**config.mk**
```make
export PLATFORM = sky130hd
export DESIGN_NAME = block_map
export DESIGN_NICKNAME = d
export VERILOG_FILES = /design/src/rtl/block_map_pkg.sv /design/src/rtl/level_pattern.sv /design/src/rtl/block_map.sv
export SDC_FILE = /design/constraint.sdc
export NUM_CORES = 2
export LEC_CHECK = 0
export ABC_AREA = 0
export CELL_PAD_IN_SITES_DETAIL_PLACEMENT = 0
export CELL_PAD_IN_SITES_GLOBAL_PLACEMENT = 1
export CORE_UTILIZATION = 25
export DETAILED_ROUTE_END_ITERATION = 8
export PLACE_DENSITY = 0.49
export SLEW_MARGIN = 10
export SYNTH_ARGS = -nofsm -noshare
export SYNTH_HDL_FRONTEND = slang
export SYNTH_SLANG_ARGS = --single-unit
```
**constraint.sdc**
```tcl
create_clock -name clock -period 8.75 [get_ports clock]
set_input_delay 2.625 -clock clock [delete_from_list [all_inputs] [get_ports clock]]
set_output_delay 2.625 -clock clock [all_outputs]
set_load 0.005 [all_outputs]
```
**src/rtl/block_map_pkg.sv**
```systemverilog
// Shared block codes, field geometry and FSM state type for the playfield block map.
package block_map_pkg;

    localparam int FIELD_ROWS = 30;
    localparam int FIELD_COLS = 10;

    localparam logic [2:0] BLK_EMPTY       = 3'b000;
    localparam logic [2:0] BLK_SOLID       = 3'b111;
    localparam logic [2:0] BLK_TWO_HIT     = 3'b011;
    localparam logic [2:0] BLK_TWO_HIT_DMG = 3'b010;

    typedef enum logic {
        IDLE = 1'b0,
        LOAD = 1'b1
    } state_t;

    // A cell contributes to the remaining count when it is neither empty nor indestructible.
    function automatic logic is_counted(input logic [2:0] code);
        return (code != BLK_EMPTY) && (code != BLK_SOLID);
    endfunction

endpackage

```
**src/rtl/level_pattern.sv**
```systemverilog
// Combinational level layout generator: maps (level, row, col) to the block code
// that a freshly loaded level holds in that cell.
module level_pattern
    import block_map_pkg::*;
#(
    parameter int COLS = FIELD_COLS
) (
    input  logic [2:0] level,
    input  logic [4:0] row,
    input  logic [4:0] col,
    output logic [2:0] code
);

    logic [4:0] last_row;
    logic [4:0] band;

    // Filled band ends at row 9+level, capped at row 16.
    always_comb begin
        last_row = 5'd9 + {2'b00, level};
        if (last_row > 5'd16) begin
            last_row = 5'd16;
        end else begin
            last_row = last_row;
        end
    end

    // Code selection: solid corners on level 2+, two-hit rows on odd levels, else the striped wide bricks.
    always_comb begin
        band = (row - 5'd2) % 5'd3;
        code = BLK_EMPTY;
        if ((row >= 5'd2) && (row <= last_row)) begin
            if ((level >= 3'd2) && (row == 5'd2) && ((col == 5'd0) || (col == 5'(COLS - 1)))) begin
                code = BLK_SOLID;
            end else if (level[0] && ((row % 5'd3) == 5'd0)) begin
                code = BLK_TWO_HIT;
            end else begin
                code = {1'b1, band[1:0]};
            end
        end else begin
            code = BLK_EMPTY;
        end
    end

endmodule

```
**src/rtl/block_map.sv**
```systemverilog
// Playfield block storage: renderer read port, level loader and brick-hit service.
// Optional feature macro: BLOCK_MAP_TWO_HIT_EN (011 bricks take two hits).
module block_map
    import block_map_pkg::*;
#(
    parameter int ROWS   = FIELD_ROWS,
    parameter int COLS   = FIELD_COLS,
    parameter int LEVELS = 8
) (
    input  logic       clock,
    input  logic       reset,
    input  logic       load_req,
    input  logic [2:0] level,
    output logic       busy,
    input  logic [4:0] sel_row,
    input  logic [4:0] sel_col,
    output logic [2:0] block,
    input  logic       hit_req,
    input  logic [4:0] hit_row,
    input  logic [4:0] hit_col,
    output logic       hit_ack,
    output logic [2:0] hit_block,
    output logic       hit_destroyed,
    output logic [8:0] remaining,
    output logic       level_clear
);

    localparam int CELLS = ROWS * COLS;
    localparam int AW    = $clog2(CELLS);

    logic [2:0]    map [CELLS];
    state_t        state;
    logic [AW-1:0] load_addr;
    logic [4:0]    load_row;
    logic [4:0]    load_col;
    logic [2:0]    load_level;
    logic          loaded;
    logic [2:0]    pat_code;

    logic          hit_in_range;
    logic [AW-1:0] hit_idx;
    logic [2:0]    hit_code;
    logic [2:0]    hit_new;
    logic          hit_write;
    logic          hit_dec;

    level_pattern #(.COLS(COLS)) u_level_pattern (
        .level (load_level),
        .row   (load_row),
        .col   (load_col),
        .code  (pat_code)
    );

    // Renderer read port; out-of-field coordinates read as empty.
    always_comb begin
        if ((sel_row < 5'(ROWS)) && (sel_col < 5'(COLS))) begin
            block = map[AW'(sel_row * COLS + sel_col)];
        end else begin
            block = BLK_EMPTY;
        end
    end

    // Hit lookup and the code the cell takes after being struck.
    always_comb begin
        hit_in_range = (hit_row < 5'(ROWS)) && (hit_col < 5'(COLS));
        hit_idx      = AW'(hit_row * COLS + hit_col);
        if (hit_in_range) begin
            hit_code = map[hit_idx];
        end else begin
            hit_code = BLK_EMPTY;
        end
        hit_new   = BLK_EMPTY;
        hit_write = 1'b0;
        hit_dec   = 1'b0;
        if (is_counted(hit_code)) begin
`ifdef BLOCK_MAP_TWO_HIT_EN
            if (hit_code == BLK_TWO_HIT) begin
                hit_new   = BLK_TWO_HIT_DMG;
                hit_write = 1'b1;
                hit_dec   = 1'b0;
            end else begin
                hit_new   = BLK_EMPTY;
                hit_write = 1'b1;
                hit_dec   = 1'b1;
            end
`else
            hit_new   = BLK_EMPTY;
            hit_write = 1'b1;
            hit_dec   = 1'b1;
`endif
        end else begin
            hit_write = 1'b0;
            hit_dec   = 1'b0;
        end
    end

    // Main FSM: level load sweep, hit servicing and the remaining-brick counter.
    always_ff @(posedge clock) begin
        if (reset) begin
            for (int i = 0; i < CELLS; i++) begin
                map[i] <= BLK_EMPTY;
            end
            state         <= IDLE;
            busy          <= 1'b0;
            hit_ack       <= 1'b0;
            hit_block     <= BLK_EMPTY;
            hit_destroyed <= 1'b0;
            remaining     <= 9'd0;
            loaded        <= 1'b0;
            load_addr     <= '0;
            load_row      <= 5'd0;
            load_col      <= 5'd0;
            load_level    <= 3'd0;
        end else begin
            hit_ack       <= 1'b0;
            hit_block     <= BLK_EMPTY;
            hit_destroyed <= 1'b0;
            case (state)
                IDLE: begin
                    if (load_req) begin
                        state      <= LOAD;
                        busy       <= 1'b1;
                        load_level <= (int'({29'd0, level}) < LEVELS) ? level : 3'(LEVELS - 1);
                        load_addr  <= '0;
                        load_row   <= 5'd0;
                        load_col   <= 5'd0;
                        remaining  <= 9'd0;
                        loaded     <= 1'b0;
                    end else if (hit_req) begin
                        hit_ack       <= 1'b1;
                        hit_block     <= hit_code;
                        hit_destroyed <= hit_dec;
                        if (hit_write) begin
                            map[hit_idx] <= hit_new;
                        end
                        if (hit_dec) begin
                            remaining <= remaining - 9'd1;
                        end
                    end
                end
                LOAD: begin
                    map[load_addr] <= pat_code;
                    if (is_counted(pat_code)) begin
                        remaining <= remaining + 9'd1;
                    end
                    if (load_addr == AW'(CELLS - 1)) begin
                        state  <= IDLE;
                        busy   <= 1'b0;
                        loaded <= 1'b1;
                    end else begin
                        load_addr <= load_addr + AW'(1);
                        if (load_col == 5'(COLS - 1)) begin
                            load_col <= 5'd0;
                            load_row <= load_row + 5'd1;
                        end else begin
                            load_col <= load_col + 5'd1;
                        end
                    end
                end
                default: begin
                    state <= IDLE;
                    busy  <= 1'b0;
                end
            endcase
        end
    end

    assign level_clear = loaded && (remaining == 9'd0) && !busy;

endmodule

```
# Word level (Yosys, flattened, before mapping)
# Memory sizes are Yosys's and may differ from the RTL's.
# Cells that the tools add are included.
# word_totals
ram_bits,900
reg_bits,39
word_cells,122
rom_bits,0
latchBits,0
inputBits,27
n_memories,1
# classes
n_eq_ne,12
magnitude_cmp,8
addsub,9
n_mux,49
n_div,2
n_reduce_logical,26
bitwise_logic,2
n_mul,2
shift,0
# memory_table
memory,depth,word_bits,read_ports,rd_clocked_by_memory_dff,wr,line_no,rtl
map,300,3,2,0,300,block_map.sv:31,logic [2:0] map [CELLS];
# op_table
op,n
9-bit 2-to-1 mux,8
9-bit case mux with 2 select lines,2
5-bit 2-to-1 mux,6
1-bit 2-to-1 mux,21
3-bit 2-to-1 mux,7
5-bit case mux with 2 select lines,2
9-bit by 1-bit adder with 9-bit output (second input constant),2
9-bit by 5-bit adder with 9-bit output,2
5-bit by 3-bit multiplier with 8-bit output (second input constant),2
3-bit inequality test (second input constant),4
5-bit by 1-bit adder with 5-bit output (second input constant),2
1-bit logical AND,10
5-bit logical NOT,2
5-bit by 4-bit < comparator with 1-bit output (second input constant),2
5-bit < comparator (second input constant),2
5-bit by 2-bit remainder unit with 5-bit output (second input constant),2
9-bit equality test (second input constant),1
9-bit logical NOT,1
3-bit OR reduction,3
9-bit by 1-bit subtractor with 9-bit output (second input constant),1
2-bit by 1-bit inequality test with 1-bit output (second input constant),3
1-bit case mux with 2 select lines,3
2-bit AND reduction,3
3-bit AND reduction,2
other kinds (14),17

# Logic depth before layout (Yosys ltp)
# An unclocked memory read counts as a cell.
# logic_depth
ltp_word,16
mapped_depth,22
ltp_nobuf,17

# Cells and area by module
# A second synthesis with hierarchy kept.
# hier_totals
hier_cells,5585
area_unflattened_um2,82864.5
# modules_own_cells
module,cells_each,seq_area_each_um2,instances,area_per_inst_um2
block_map,5424,46905.0,1,81698.4
level_pattern,161,0.0,1,1166.1

# Worst setup path after synthesis
# No wires, ideal clock.
# synth_timing
path_kind,input to output
from,input sel_row[0]
to,output block[0]
slack_ps,89
required_time_ps,6125
path_stages,11
arrival_ps,6036
path_cell_list,ha_1 fa_1 xor2_1 clkbuf_1 buf_1 mux4_2 mux4_2 mux2i_1 o21ai_0 mux2i_1 nor2_1
# synth_via
elab_chain_cells,4
word_cells_on_any_way,6
# synth_rtl
item,line_no,rtl
from (decl),block_map.sv:15,"input logic [4:0] sel_row,"
5-bit by 3-bit multiplier with 8-bit output,block_map.sv:57,block = map[AW'(sel_row * COLS + sel_col)];
9-bit by 5-bit adder with 9-bit output,block_map.sv:57,
memory read 300 x 3 bit,n/a,
3-bit 2-to-1 mux *,block_map.sv:56,if ((sel_row < 5'(ROWS)) && (sel_col < 5'(COLS))) begin
to (decl),block_map.sv:17,"output logic [2:0] block,"
# Every way passes the cells marked *; elsewhere a longest branch is shown, timed or not.

# Final worst setup path
# layout_timing
from,input sel_col[1]
to,output block[2]
# layout_via
elab_chain_cells,3
word_cells_on_any_way,5
# layout_rtl
item,line_no,rtl
from (decl),block_map.sv:16,"input logic [4:0] sel_col,"
9-bit by 5-bit adder with 9-bit output or 5-bit by 4-bit < comparator with 1-bit output (tied branches),"block_map.sv:57, block_map.sv:56",
memory read 300 x 3 bit or 1-bit logical AND (tied branches),n/a,
3-bit 2-to-1 mux *,block_map.sv:56,
# Marks and branches as above.

==> metrics.md <==
| Metric | Value |
|---|---|
| Via count of the first global-routing pass | `58,900` |
| Clock share of power | `37.7%` |
| Signal arrival time at the worst endpoint | `6.61 ns` |
| Mean Syn Cell Area | `15.3 um2` |
| Final cell utilization of the core | `29.9%` |
| Synth Register Bits | `1,575` |
| Worst Setup End Kind | `primary output` |
| Clk buf depth | `4` |
| Ratio of total power to cell area | `207 mW/mm2` |
| Layout net count | `5,896` |
| I/O pins | `46` |
| Worst setup path category | `in2out` |
| Number of synthesized flops with an enable pin | `1,536` |
| # rows | `216` |
| Peak clock frequency supported by timing | `108 MHz` |
| Yosys warning total | `0` |
| Violated checks | `capacitance limit, slew limit, setup timing` |
| Port Buffers | `45` |
| Detailed Routing Iterations Pass 1 | `5` |
| Final worst path period need | `9.24 ns` |
| Area Overhead vs Synth | `19.0%` |
| Part of the power in combinational logic | `22.7%` |
| Routed Wire Length | `325 mm` |
| Ys flop type | `edfxtp_1` |
| Number of nets still failing antenna checks after routing | `0` |
| Leading post-synthesis cells by cell area | `edfxtp_1, mux4_2, nor3_1` |
| Mapped Cells | `5,692` |
| GPL Wtd Cong | `0.859` |
| GRT Util Overall | `18.3%` |
| Maximum number of pins on one net before global-route repair | `130` |
| Design Area, Final | `0.103 mm2` |
| Die height | `592 um` |
| Final worst path period share | `106%` |
| Starting density of the core | `25.1%` |
| Setup repair after global routing missed its margin | `true` |
| Core box area | `0.346 mm2` |
| Final clock skew | `0.0774 ns` |
| Drt initial violations | `5,793` |
| Part of the Yosys area used for sequential elements | `53.9%` |
| Highest ir drop seen on vdd | `0.139 mV` |
| Routed wire length per instance | `30.9 um` |
| Count of pins over their slew limit | `7` |
| Max-cap viol count | `1` |
| Commonest cells in the netlist | `edfxtp_1, nor3_1, mux4_2` |
| Synth top area share | `53.0%` |
| Initial antenna violation count | `8` |
| # setup viols final | `3` |
| H-Tree Depth | `4` |
| Clock edge transition at the registers on the reported setup and hold paths | `0.06 ns` |
| DIE WIDTH | `592 um` |
| TritonCTS Sinks | `1,575` |
| Mapped Area | `0.0870 mm2` |
| Ratio of cells with drive above 1 in the final layout | `36.5%` |
| Worst slew pin tran | `1.50 ns` |
| Relative slew margins | `-0.292%` |
| Hold buffer count at cts | `0` |
| Overall power after layout | `0.0214 W` |
| TritonCTS clock tree | `done` |
| Psw | `0.00638 W` |
| Final hold violations | `0` |
| Floorplan die area | `0.350 mm2` |
| Static leakage power | `33.3 nW` |
| Number of vias in the routed layout | `57,800` |
| Detail-routed via count per cell | `5.48` |
| Most repeated cell in the gate-level netlist after synthesis | `edfxtp_1` |
| Library cells used by synthesis | `77` |
| Proportion of synthesized flip-flops having asynchronous set or reset | `0%` |
| Required time at the endpoint of the critical path | `6.12 ns` |
| Post-DP Area | `0.0968 mm2` |
| Hold crit path type | `reg2reg` |
| Clk Latency, worst-skew pair | `0.90 ns` |
| Cell taking the most area after synthesis | `edfxtp_1` |
| Largest fanout of any net on the critical path | `6` |
| Internal power | `0.0151 W` |
| Synthesized netlist net count | `5,769` |
| Kind of start point of the critical path | `input pin` |
| First-pass GRT wire length | `462 mm` |
| Run status | `finished with violations` |
| Place WS | `-1.76 ns` |
| Register share of total power | `39.6%` |
| Switching share of total power | `29.8%` |
| Number of CTS-inserted buffers | `186` |
| HPWL after DPL | `222 mm` |
| Final routed DRC violation total | `0` |
| Buffer type at the clock tree root | `clkbuf_16` |
| Worst setup margin | `-0.485 ns` |
| Congestion Overflow GR | `0` |
[registers in the layout, summed over array words and instances (netlist names)]
signal / flops
busy: 1
hit_ack: 1
hit_block: 3
hit_destroyed: 1
load_addr: 9
load_col: 5
load_level: 3
load_row: 5
loaded: 1
map: 1536
remaining: 9
state: 1
[final cells by class]
class	count	area, um2
tap	4578	5730
multi-input combinational	3318	37000
fill	34100	243000
clock inverter	113	1370
timing repair buffer	710	7630
inverter	28	128
sequential	1575	46900
clock buffer	212	4750
antenna	1	2.50
[critical path: stages]
cell	delay (ns)
buf_12	0.13
ha_4	0.16
fa_4	0.76
buf_12	0.14
buf_12	0.15
buf_16	0.15
buf_12	0.12
mux4_2	0.29
mux4_2	0.52
mux4_2	0.57
mux2_4	0.32
nand2_4	0.07
o21ai_4	0.08
mux2i_4	0.23
nor2_4	0.10
buf_2	0.14
[layer usage]
| metal | part of all wire [%] | track usage, % |
|---|---|---|
| met4 | 3.8 | 6.51 |
| met2 | 49 | 30.6 |
| met3 | 5.0 | 1.88 |
| met1 | 43 | 24.6 |
| met5 | 0 | 0 |
[repair_timing]
item	4_1_cts	5_1_grt
cloned	2	2
gates resized for setup	77	6
buffers inserted	13	15
setup endpoints to repair	3	3
hold endpoints to repair	0	0
pin swaps	7	6
[power by group through the flow]
stage / sequential (W) / combinational, W / clock, W
5_1_grt: 0.00851 / 0.00503 / 0.00845
6_report: 0.00849 / 0.00486 / 0.00808
3_5_place_dp: 0.00865 / 0.00470 / 0
4_1_cts: 0.00849 / 0.00484 / 0.00822
3_3_place_gp: 0.00864 / 0.00470 / 0
2_1_floorplan: 0.00858 / 0.00232 / 0
[through the flow]
step	setup TNS (ns)	hold WS (ns)	instances
5_1_grt	-1.53	0.526	10500
3_5_place_dp	-477.07	0.485	10200
3_3_place_gp	-601.54	0.484	10200
4_1_cts	-1.86	0.499	10500
6_report	-1.41	0.501	10500
2_1_floorplan	0	0.432	5692
[final timing paths]
kind | start | endpoint | slack [ns] | depth (start not counted)
max | sel_col[1] | block[2] | -0.49 | 16
min | loaded$_SDFFE_PP0P_ | loaded$_SDFFE_PP0P_ | 0.50 | 2
max reg2reg | load_row[1]$_SDFFE_PP0P_ | map[414][0]$_DFFE_PP_ | 2.26 | 15
min reg2reg | loaded$_SDFFE_PP0P_ | loaded$_SDFFE_PP0P_ | 0.50 | 2
[cell usage in the layout, fill, tap and decap left out, types with 19 or more instances in the layout]
| master | count |
|---|---|
| o21ai_0 | 29 |
| nor3_1 | 908 |
| clkbuf_1 | 26 |
| edfxtp_1 | 1536 |
| ha_1 | 44 |
| bufinv_16 | 29 |
| clkbuf_16 | 188 |
| nand3_1 | 47 |
| clkdlybuf4s50_1 | 36 |
| mux2i_1 | 108 |
| o31ai_1 | 309 |
| dfxtp_1 | 39 |
| buf_4 | 491 |
| nor4_1 | 42 |
| clkinv_1 | 34 |
| a31oi_1 | 19 |
| nand2_1 | 132 |
| a211oi_1 | 27 |
| buf_12 | 166 |
| nand2_4 | 21 |
| nand2_2 | 21 |
| inv_1 | 22 |
| a22oi_1 | 26 |
| nor4_2 | 210 |
| a21oi_1 | 45 |
| mux4_2 | 901 |
| nor2_1 | 95 |
| nand4_1 | 29 |
| clkinv_2 | 29 |
[kinds of logic after synthesis]
family / count (synthesis) / synth area share [%]
muxes: 1034 / 24.9
adders and majority gates: 50 / 0.754
buffers and inverters: 799 / 4.18
xor gates and xnor gates: 38 / 0.391
and+or+nand+nor: 1608 / 11.0
AOI/OAI and AO/OA: 588 / 4.90
DFF: 1575 / 53.9
(Power assumes the default switching activity.)
